`config.mk`:
```
export PLATFORM = sky130hd
export DESIGN_NAME = elevator_request_latch_flat
export DESIGN_NICKNAME = d
export VERILOG_FILES = /design/src/rtl/elevator_pkg.sv /design/src/rtl/elevator_request_latch_if.sv /design/src/rtl/elevator_request_latch_sync_edge.sv /design/src/rtl/elevator_request_latch.sv /design/src/flat_wrapper.sv
export SDC_FILE = /design/constraint.sdc
export NUM_CORES = 1
export LEC_CHECK = 0
export CELL_PAD_IN_SITES_DETAIL_PLACEMENT = 1
export CELL_PAD_IN_SITES_GLOBAL_PLACEMENT = 1
export CORE_MARGIN = 5
export CORE_UTILIZATION = 43
export CTS_CLUSTER_SIZE = 28
export DETAILED_ROUTE_END_ITERATION = 8
export MAX_ROUTING_LAYER = met4
export PLACE_DENSITY = 0.81
export SKIP_CTS_REPAIR_TIMING = 1
export SLEW_MARGIN = 25
export SYNTH_ARGS = -nofsm -noshare
export SYNTH_HDL_FRONTEND = slang
export SYNTH_SLANG_ARGS = --single-unit
```
`constraint.sdc`:
```
create_clock -name clk -period 3.5 [get_ports clk]
set_input_delay 0.525 -clock clk [delete_from_list [all_inputs] [get_ports clk]]
set_output_delay 0.525 -clock clk [all_outputs]
set_load 0.02 [all_outputs]
```
`src/rtl/elevator_pkg.sv`:
```
// -----------------------------------------------------------------------------
// elevator_pkg
//
// Shared definitions for the elevator request front end and the elevator
// controller that consumes its request vectors.
//
//   NUM_FLOORS    default number of floors (width of every request vector)
//   FLOOR_W       default width of a floor index, clog2(NUM_FLOORS)
//   DWELL_CYCLES  default number of cycles the door stays open (1..255)
//   DWELL_W       width of the door dwell counter
//   door_state_t  door FSM states
// -----------------------------------------------------------------------------
package elevator_pkg;

    localparam int NUM_FLOORS   = 4;
    localparam int FLOOR_W      = 2;
    localparam int DWELL_CYCLES = 8;

    // Eight bits covers the whole legal dwell range of 1..255 cycles.
    localparam int DWELL_W = 8;

    typedef enum logic [1:0] {
        IDLE  = 2'd0,
        OPEN  = 2'd1,
        CLOSE = 2'd2
    } door_state_t;

endpackage : elevator_pkg

```
`src/rtl/elevator_request_latch_if.sv`:
```
// -----------------------------------------------------------------------------
// elevator_request_latch_if
//
// Bundle between the button/door front end and whatever drives it (the car
// hardware plus the controller).
//
//   raw_buttons_in   in-car buttons, asynchronous level while pressed
//   raw_buttons_out  hall buttons, asynchronous level while pressed
//   current_floor    floor the car is at
//   car_stopped      high while the controller's motor is idle
//   buttons_in       latched in-car requests
//   buttons_out      latched hall requests
//   door_open        door-open command
//   door_busy        door FSM not idle; motor must stay off
//   pending          any request latched
//
// Modports:
//   master  the environment: drives buttons, floor and car_stopped
//   slave   the request latch: drives requests and door status
// -----------------------------------------------------------------------------
interface elevator_request_latch_if #(
    parameter int NUM_FLOORS = elevator_pkg::NUM_FLOORS,
    parameter int FLOOR_W    = elevator_pkg::FLOOR_W
);

    logic [NUM_FLOORS-1:0] raw_buttons_in;
    logic [NUM_FLOORS-1:0] raw_buttons_out;
    logic [FLOOR_W-1:0]    current_floor;
    logic                  car_stopped;

    logic [NUM_FLOORS-1:0] buttons_in;
    logic [NUM_FLOORS-1:0] buttons_out;
    logic                  door_open;
    logic                  door_busy;
    logic                  pending;

    modport master (
        output raw_buttons_in,
        output raw_buttons_out,
        output current_floor,
        output car_stopped,
        input  buttons_in,
        input  buttons_out,
        input  door_open,
        input  door_busy,
        input  pending
    );

    modport slave (
        input  raw_buttons_in,
        input  raw_buttons_out,
        input  current_floor,
        input  car_stopped,
        output buttons_in,
        output buttons_out,
        output door_open,
        output door_busy,
        output pending
    );

endinterface : elevator_request_latch_if

```
`src/rtl/elevator_request_latch_sync_edge.sv`:
```
// -----------------------------------------------------------------------------
// button_sync_edge
//
// One push-button bit: two-flop synchroniser followed by a rising-edge
// detector. All flops clear on reset, so a button held through reset is seen
// as a fresh press once reset is released.
//
//   clk    system clock
//   reset  synchronous, active-high
//   raw    asynchronous button level
//   rise   one-cycle pulse on the synchronised 0->1 transition
// -----------------------------------------------------------------------------
module button_sync_edge (
    input  logic clk,
    input  logic reset,
    input  logic raw,
    output logic rise
);

    logic sync1_reg;
    logic sync2_reg;
    logic prev_reg;

    always_ff @(posedge clk) begin
        if (reset) begin
            sync1_reg <= 1'b0;
            sync2_reg <= 1'b0;
            prev_reg  <= 1'b0;
        end else begin
            sync1_reg <= raw;
            sync2_reg <= sync1_reg;
            prev_reg  <= sync2_reg;
        end
    end

    assign rise = sync2_reg & ~prev_reg;

endmodule : button_sync_edge

```
`src/rtl/elevator_request_latch.sv`:
```
// -----------------------------------------------------------------------------
// elevator_request_latch
//
// Front end of the elevator controller. Synchronises the raw in-car and hall
// buttons, latches each press into a held request vector, clears the requests
// for a floor when the car stops there, and runs the door dwell FSM.
//
// Parameters:
//   NUM_FLOORS    number of floors / width of the request vectors
//   FLOOR_W       width of current_floor
//   DWELL_CYCLES  cycles the door stays open, 1..255
//
// Ports:
//   clk    system clock, rising edge
//   reset  synchronous, active-high
//   bus    elevator_request_latch_if.slave (buttons in, requests/door out)
//
// Door FSM:
//   IDLE  -> OPEN   car stopped with a request latched at current_floor; both
//                   request bits for that floor clear on the same edge.
//   OPEN  -> CLOSE  after DWELL_CYCLES open cycles; a fresh press at the
//                   current floor restarts the dwell instead of latching.
//   CLOSE -> IDLE   always, after one cycle with the door shut.
// -----------------------------------------------------------------------------
module elevator_request_latch #(
    parameter int NUM_FLOORS   = elevator_pkg::NUM_FLOORS,
    parameter int FLOOR_W      = elevator_pkg::FLOOR_W,
    parameter int DWELL_CYCLES = elevator_pkg::DWELL_CYCLES
) (
    input  logic                     clk,
    input  logic                     reset,
    elevator_request_latch_if.slave  bus
);

    import elevator_pkg::*;

    // Counter value on the last open cycle of a dwell.
    localparam logic [DWELL_W-1:0] DWELL_LAST = DWELL_W'(DWELL_CYCLES - 1);

    // Synchronised press pulses.
    logic [NUM_FLOORS-1:0] rise_in;
    logic [NUM_FLOORS-1:0] rise_out;

    // One-hot of current_floor; all zero when the index is out of range,
    // which keeps every request untouched rather than aliasing a floor.
    logic [NUM_FLOORS-1:0] floor_mask;

    // Request state.
    logic [NUM_FLOORS-1:0] req_in_reg;
    logic [NUM_FLOORS-1:0] req_out_reg;
    logic [NUM_FLOORS-1:0] req_in_next;
    logic [NUM_FLOORS-1:0] req_out_next;

    // Door state.
    door_state_t           state_reg;
    logic [DWELL_W-1:0]    dwell_cnt_reg;
    logic                  door_open_reg;
    logic                  door_busy_reg;

    // Decode of the current floor against requests and presses.
    logic                  here_req;
    logic                  here_rise;
    logic                  service;
    logic [NUM_FLOORS-1:0] set_mask;
    logic [NUM_FLOORS-1:0] clear_mask;

    // -------------------------------------------------------------------------
    // Per-floor synchronisers and floor decode
    // -------------------------------------------------------------------------
    genvar gi;
    generate
        for (gi = 0; gi < NUM_FLOORS; gi++) begin : g_floor
            button_sync_edge u_sync_in (
                .clk   (clk),
                .reset (reset),
                .raw   (bus.raw_buttons_in[gi]),
                .rise  (rise_in[gi])
            );

            button_sync_edge u_sync_out (
                .clk   (clk),
                .reset (reset),
                .raw   (bus.raw_buttons_out[gi]),
                .rise  (rise_out[gi])
            );

            assign floor_mask[gi] = (bus.current_floor == FLOOR_W'(gi));
        end
    endgenerate

    // -------------------------------------------------------------------------
    // Request vector next-state
    // -------------------------------------------------------------------------
    always_comb begin
        here_req   = |((req_in_reg | req_out_reg) & floor_mask);
        here_rise  = |((rise_in | rise_out) & floor_mask);
        service    = (state_reg == IDLE) && bus.car_stopped && here_req;

        // While the door is open at this floor a press there only extends the
        // dwell; it must not leave a stale request behind once the door shuts.
        set_mask   = (state_reg == OPEN) ? ~floor_mask : {NUM_FLOORS{1'b1}};

        // The clear is applied after the set so that a press landing on the
        // edge the door opens is absorbed by that opening.
        clear_mask = service ? floor_mask : {NUM_FLOORS{1'b0}};

        req_in_next  = (req_in_reg  | (rise_in  & set_mask)) & ~clear_mask;
        req_out_next = (req_out_reg | (rise_out & set_mask)) & ~clear_mask;
    end

    // -------------------------------------------------------------------------
    // Request registers and door FSM
    // -------------------------------------------------------------------------
    always_ff @(posedge clk) begin
        if (reset) begin
            req_in_reg    <= '0;
            req_out_reg   <= '0;
            state_reg     <= IDLE;
            dwell_cnt_reg <= '0;
            door_open_reg <= 1'b0;
            door_busy_reg <= 1'b0;
        end else begin
            req_in_reg  <= req_in_next;
            req_out_reg <= req_out_next;

            case (state_reg)
                IDLE: begin
                    if (service) begin
                        state_reg     <= OPEN;
                        dwell_cnt_reg <= '0;
                        door_open_reg <= 1'b1;
                        door_busy_reg <= 1'b1;
                    end
                end

                OPEN: begin
                    // car_stopped is deliberately not looked at here: once the
                    // door has opened the dwell always runs to completion.
                    if (here_rise) begin
                        dwell_cnt_reg <= '0;
                    end else if (dwell_cnt_reg == DWELL_LAST) begin
                        state_reg     <= CLOSE;
                        door_open_reg <= 1'b0;
                    end else begin
                        dwell_cnt_reg <= dwell_cnt_reg + 1'b1;
                    end
                end

                CLOSE: begin
                    state_reg     <= IDLE;
                    door_busy_reg <= 1'b0;
                end

                default: begin
                    state_reg     <= IDLE;
                    door_open_reg <= 1'b0;
                    door_busy_reg <= 1'b0;
                end
            endcase
        end
    end

    // -------------------------------------------------------------------------
    // Outputs
    // -------------------------------------------------------------------------
    assign bus.buttons_in  = req_in_reg;
    assign bus.buttons_out = req_out_reg;
    assign bus.door_open   = door_open_reg;
    assign bus.door_busy   = door_busy_reg;
    assign bus.pending     = |(req_in_reg | req_out_reg);

endmodule : elevator_request_latch

```
`src/flat_wrapper.sv`:
```
// flat-port wrapper written by rule: the top's interface ports become plain ports
module elevator_request_latch_flat import elevator_pkg::*;
#(
    parameter int NUM_FLOORS   = elevator_pkg::NUM_FLOORS,
    parameter int FLOOR_W      = elevator_pkg::FLOOR_W,
    parameter int DWELL_CYCLES = elevator_pkg::DWELL_CYCLES
)
  (clk, reset, bus_raw_buttons_in, bus_raw_buttons_out, bus_current_floor, bus_car_stopped, bus_buttons_in, bus_buttons_out, bus_door_open, bus_door_busy, bus_pending);
  elevator_request_latch_if #(.NUM_FLOORS(NUM_FLOORS), .FLOOR_W(FLOOR_W)) bus_i ();
  input  logic clk;
  input  logic reset;
  input wire logic [$bits(bus_i.raw_buttons_in)-1:0] bus_raw_buttons_in;
  input wire logic [$bits(bus_i.raw_buttons_out)-1:0] bus_raw_buttons_out;
  input wire logic [$bits(bus_i.current_floor)-1:0] bus_current_floor;
  input wire logic [$bits(bus_i.car_stopped)-1:0] bus_car_stopped;
  output wire logic [$bits(bus_i.buttons_in)-1:0] bus_buttons_in;
  output wire logic [$bits(bus_i.buttons_out)-1:0] bus_buttons_out;
  output wire logic [$bits(bus_i.door_open)-1:0] bus_door_open;
  output wire logic [$bits(bus_i.door_busy)-1:0] bus_door_busy;
  output wire logic [$bits(bus_i.pending)-1:0] bus_pending;
  assign bus_i.raw_buttons_in = bus_raw_buttons_in;
  assign bus_i.raw_buttons_out = bus_raw_buttons_out;
  assign bus_i.current_floor = bus_current_floor;
  assign bus_i.car_stopped = bus_car_stopped;
  assign bus_buttons_in = bus_i.buttons_in;
  assign bus_buttons_out = bus_i.buttons_out;
  assign bus_door_open = bus_i.door_open;
  assign bus_door_busy = bus_i.door_busy;
  assign bus_pending = bus_i.pending;
  elevator_request_latch #(.NUM_FLOORS(NUM_FLOORS), .FLOOR_W(FLOOR_W), .DWELL_CYCLES(DWELL_CYCLES)) u_core (.clk(clk), .reset(reset), .bus(bus_i));
endmodule
```
==> results.toml <==
[outcome]
status = "complete, no violations"

[timing]
setup_total_negative_slack_ns = 0
tightest_slew_ns = 0.725
rsz_0062_raised_after_global_routing = "false"
finalMaxSlewViolations = 0
report.final.hold_viol_count = 0
worst_clock_skew_ns = 0.00172
max-slew-margin-rel_pct = 51.6
holdWs_ns = 0.442
max_clock_freq_mhz = 394
final_period_minus_worst_setup_slack_ns = 2.54
fin_crit_sh_pct = 72.4
final-setup-viol-count = 0

[cts]
tritoncts = "done"
htree_num_levels = 2
path_clk_slew_ns = 0.08
cts_made_buffers = 5
clock_sink_count = 44
clk_latency_ns = 0.29
cts_root_buf = "clkbuf_8"
clockBufferDepth = 2

[logic_synthesis]
yosys_most_used_dff = "dfxtp_1"
avgSynthCellArea_sq_um = 9.20
synth_top_area_cell = "dfxtp_1"
yosysMostFrequentCell = "dfxtp_1"
yosys_warnings = 0
synth.yosys.seq_area_share_pct = 50.9
synth-async-reset-ratio_pct = 0
synthAdderAreaFrac_pct = 0.724
yosys-mux-area-fraction_pct = 0
ys_types = 40
synth_enable_flop_cells = 0
synthDominantCellAreaShare_pct = 50.9
yosys-top-cells-area = "dfxtp_1 51%, nor2b_1 7.6%, inv_1 3.7%"
syn-num-nets = 202
synthesized_area_fraction_occupied_by_and_or_nand_nor_cells_pct = 24.0
postSynthRegisterBits = 44
synth_compound_gate_area_share_pct = 16.4
synth.cells.most_frequent = "44 x dfxtp_1, 21 x nor2b_1, 17 x inv_1, 17 x nor2_1, 13 x nand2_1"
post_synth_instance_area_sq_mm = 0.00173
post_synth_xor_area_fraction_pct = 1.01
main_combinational_cell_family_by_area_after_synthesis = "simple AND/OR/NAND/NOR gates"
post_synth_inst_count = 188

[global_route]
grt.overflow.total = 0
vias_in_the_first_global_route = 1531
gr-usage-met2_pct = 30.7
global_route.usage.met1_pct = 19.1
grtUsageTotal_pct = 17.7
grt_start_max_net_pins = 16
globalRoute.busiestLayer = "met2"
grt_first_pass_wirelength_microns = 7060
global_route.usage.met3_pct = 4.65
antenna_found_initial = 0

[power]
post-layout-total-power_uw = 1020
power_leakage_uw = 0.000748
pwr_density_cell_mw_per_mm2 = 492
max-vdd-ir-drop_uv = 269

[drt]
dr_total_vias = 1413
wirelength_microns = 4220
postRouteAntennaNets = 0
drtIter0Drc = 65
routedWlPerCell_microns = 16.2
drcViolationCount = 0
vias_per_cell = 5.43
drt_first_pass_iters = 4

[cells_and_area]
postLayoutCoreUtil_pct = 52.7
antenna_cells = 0
final_cells = 260
drive_above_1_share_pct = 7.14
largest_register_ff_count = 8
nNetsFinal = 225
area_growth_pct = 20.3
nFillCells = 454

[min_path]
hp-class = "reg -> reg"

[job]
drv_cap = 0

[critical_path]
end_kind = "flop"
timing.critical_path.arrival_ns = 2.76
worstPathRequired_ns = 3.72
critical_path_class = "in -> reg"
critical_path_peak_fanout = 15
worstSetupStartpointType = "input port"

[place]
dp.cells = 254
globalplace.congestion = 0.787
buffer_ports.inserted = 23
dpl.hpwl_microns = 3070

[floorplan]
dieArea_sq_mm = 0.00539
initial_core_utilization_pct = 43.9
top_level_ports = 24
die-width_microns = 73.4
std_cell_rows = 23
placeableCoreArea_sq_mm = 0.00394
die_ht_microns = 73.4
[logic make-up (layout without fill, tap and decap cells)]
kind of cell,count (synthesis),after routing
flip-flops,44,44
AND/OR/NAND/NOR,76,76
XOR/XNOR,2,2
adder cells (fa/ha/maj),1,1
buffers and inverters,26,48
AO/OA/AOI/OAI,39,39
[worst max-delay path, cell delays in order]
cell and delay [ns]:
clkdlybuf4s50_1 0.54, nor4bb_1 0.21, nor4_1 0.50, and2_1 0.58, o211ai_1 0.22, o22ai_1 0.18
[power by group]
part / switching (uW) / internal, uW
registers: 12.6 / 521
clock network: 161 / 205
logic: 69.0 / 55.1
total: 243 / 781
[through the flow]
step / area [sq um] / worst slack (ns)
after global routing: 2080 / 0.790
final: 2080 / 0.965
after global placement: 1980 / 0.841
after detailed placement: 1980 / 0.681
after floorplan: 1730 / 1.60
after CTS: 2080 / 0.980
[cells in the final DEF (no fill, tap or decap), drive strengths merged, types with 2 or more instances in the layout]
master         netlist  final
nand4                3      3
buf                  6      2
clkbuf               3      5
nand3                5      5
and2                 2      2
a21oi                6      6
and2b                2      2
inv                 17     17
dfxtp               44     44
o2bb2ai              2      2
o221ai               4      4
clkdlybuf4s50        0     23
nand2               13     13
nor2                17     17
a31oi                8      8
o22ai                2      2
nor3                 2      2
a311oi               2      2
xnor2                2      2
nor4                 3      3
or3                  2      2
a211oi               8      8
o211ai               3      3
nor2b               21     21
[per-layer routing]
metal / wire (microns) / vias up
met5: 0 / -
met4: 89 / 0
met3: 170 / 10
met2: 2190 / 31
met1: 1770 / 683
li1: - / 689
[path summary, 6_finish.rpt]
check,from,end,slack [ns],depth (start not counted)
hold reg to reg,u_core.g_floor[1].u_sync_out.sync1_reg,u_core.g_floor[1].u_sync_out.sync2_reg,0.44,1
setup reg to reg,u_core.bus.buttons_out[3],u_core.dwell_cnt_reg[0],1.46,5
setup / recovery,bus_current_floor[1],u_core.dwell_cnt_reg[0],0.96,6
hold / removal,u_core.g_floor[1].u_sync_out.sync1_reg,u_core.g_floor[1].u_sync_out.sync2_reg,0.44,1
[final cells by class]
cell class	instances	area [sq um]	area share, %
Inverter	17	63.8	3.07
Tap cell	50	62.6	3.01
Multi-Input combinational cell	118	728	35.0
Sequential cell	44	881	42.4
Clock buffer	5	68.8	3.31
Clock inverter	1	30.0	1.44
Timing Repair Buffer	25	245	11.8
Note: power is estimated with default switching activity, not from simulation.
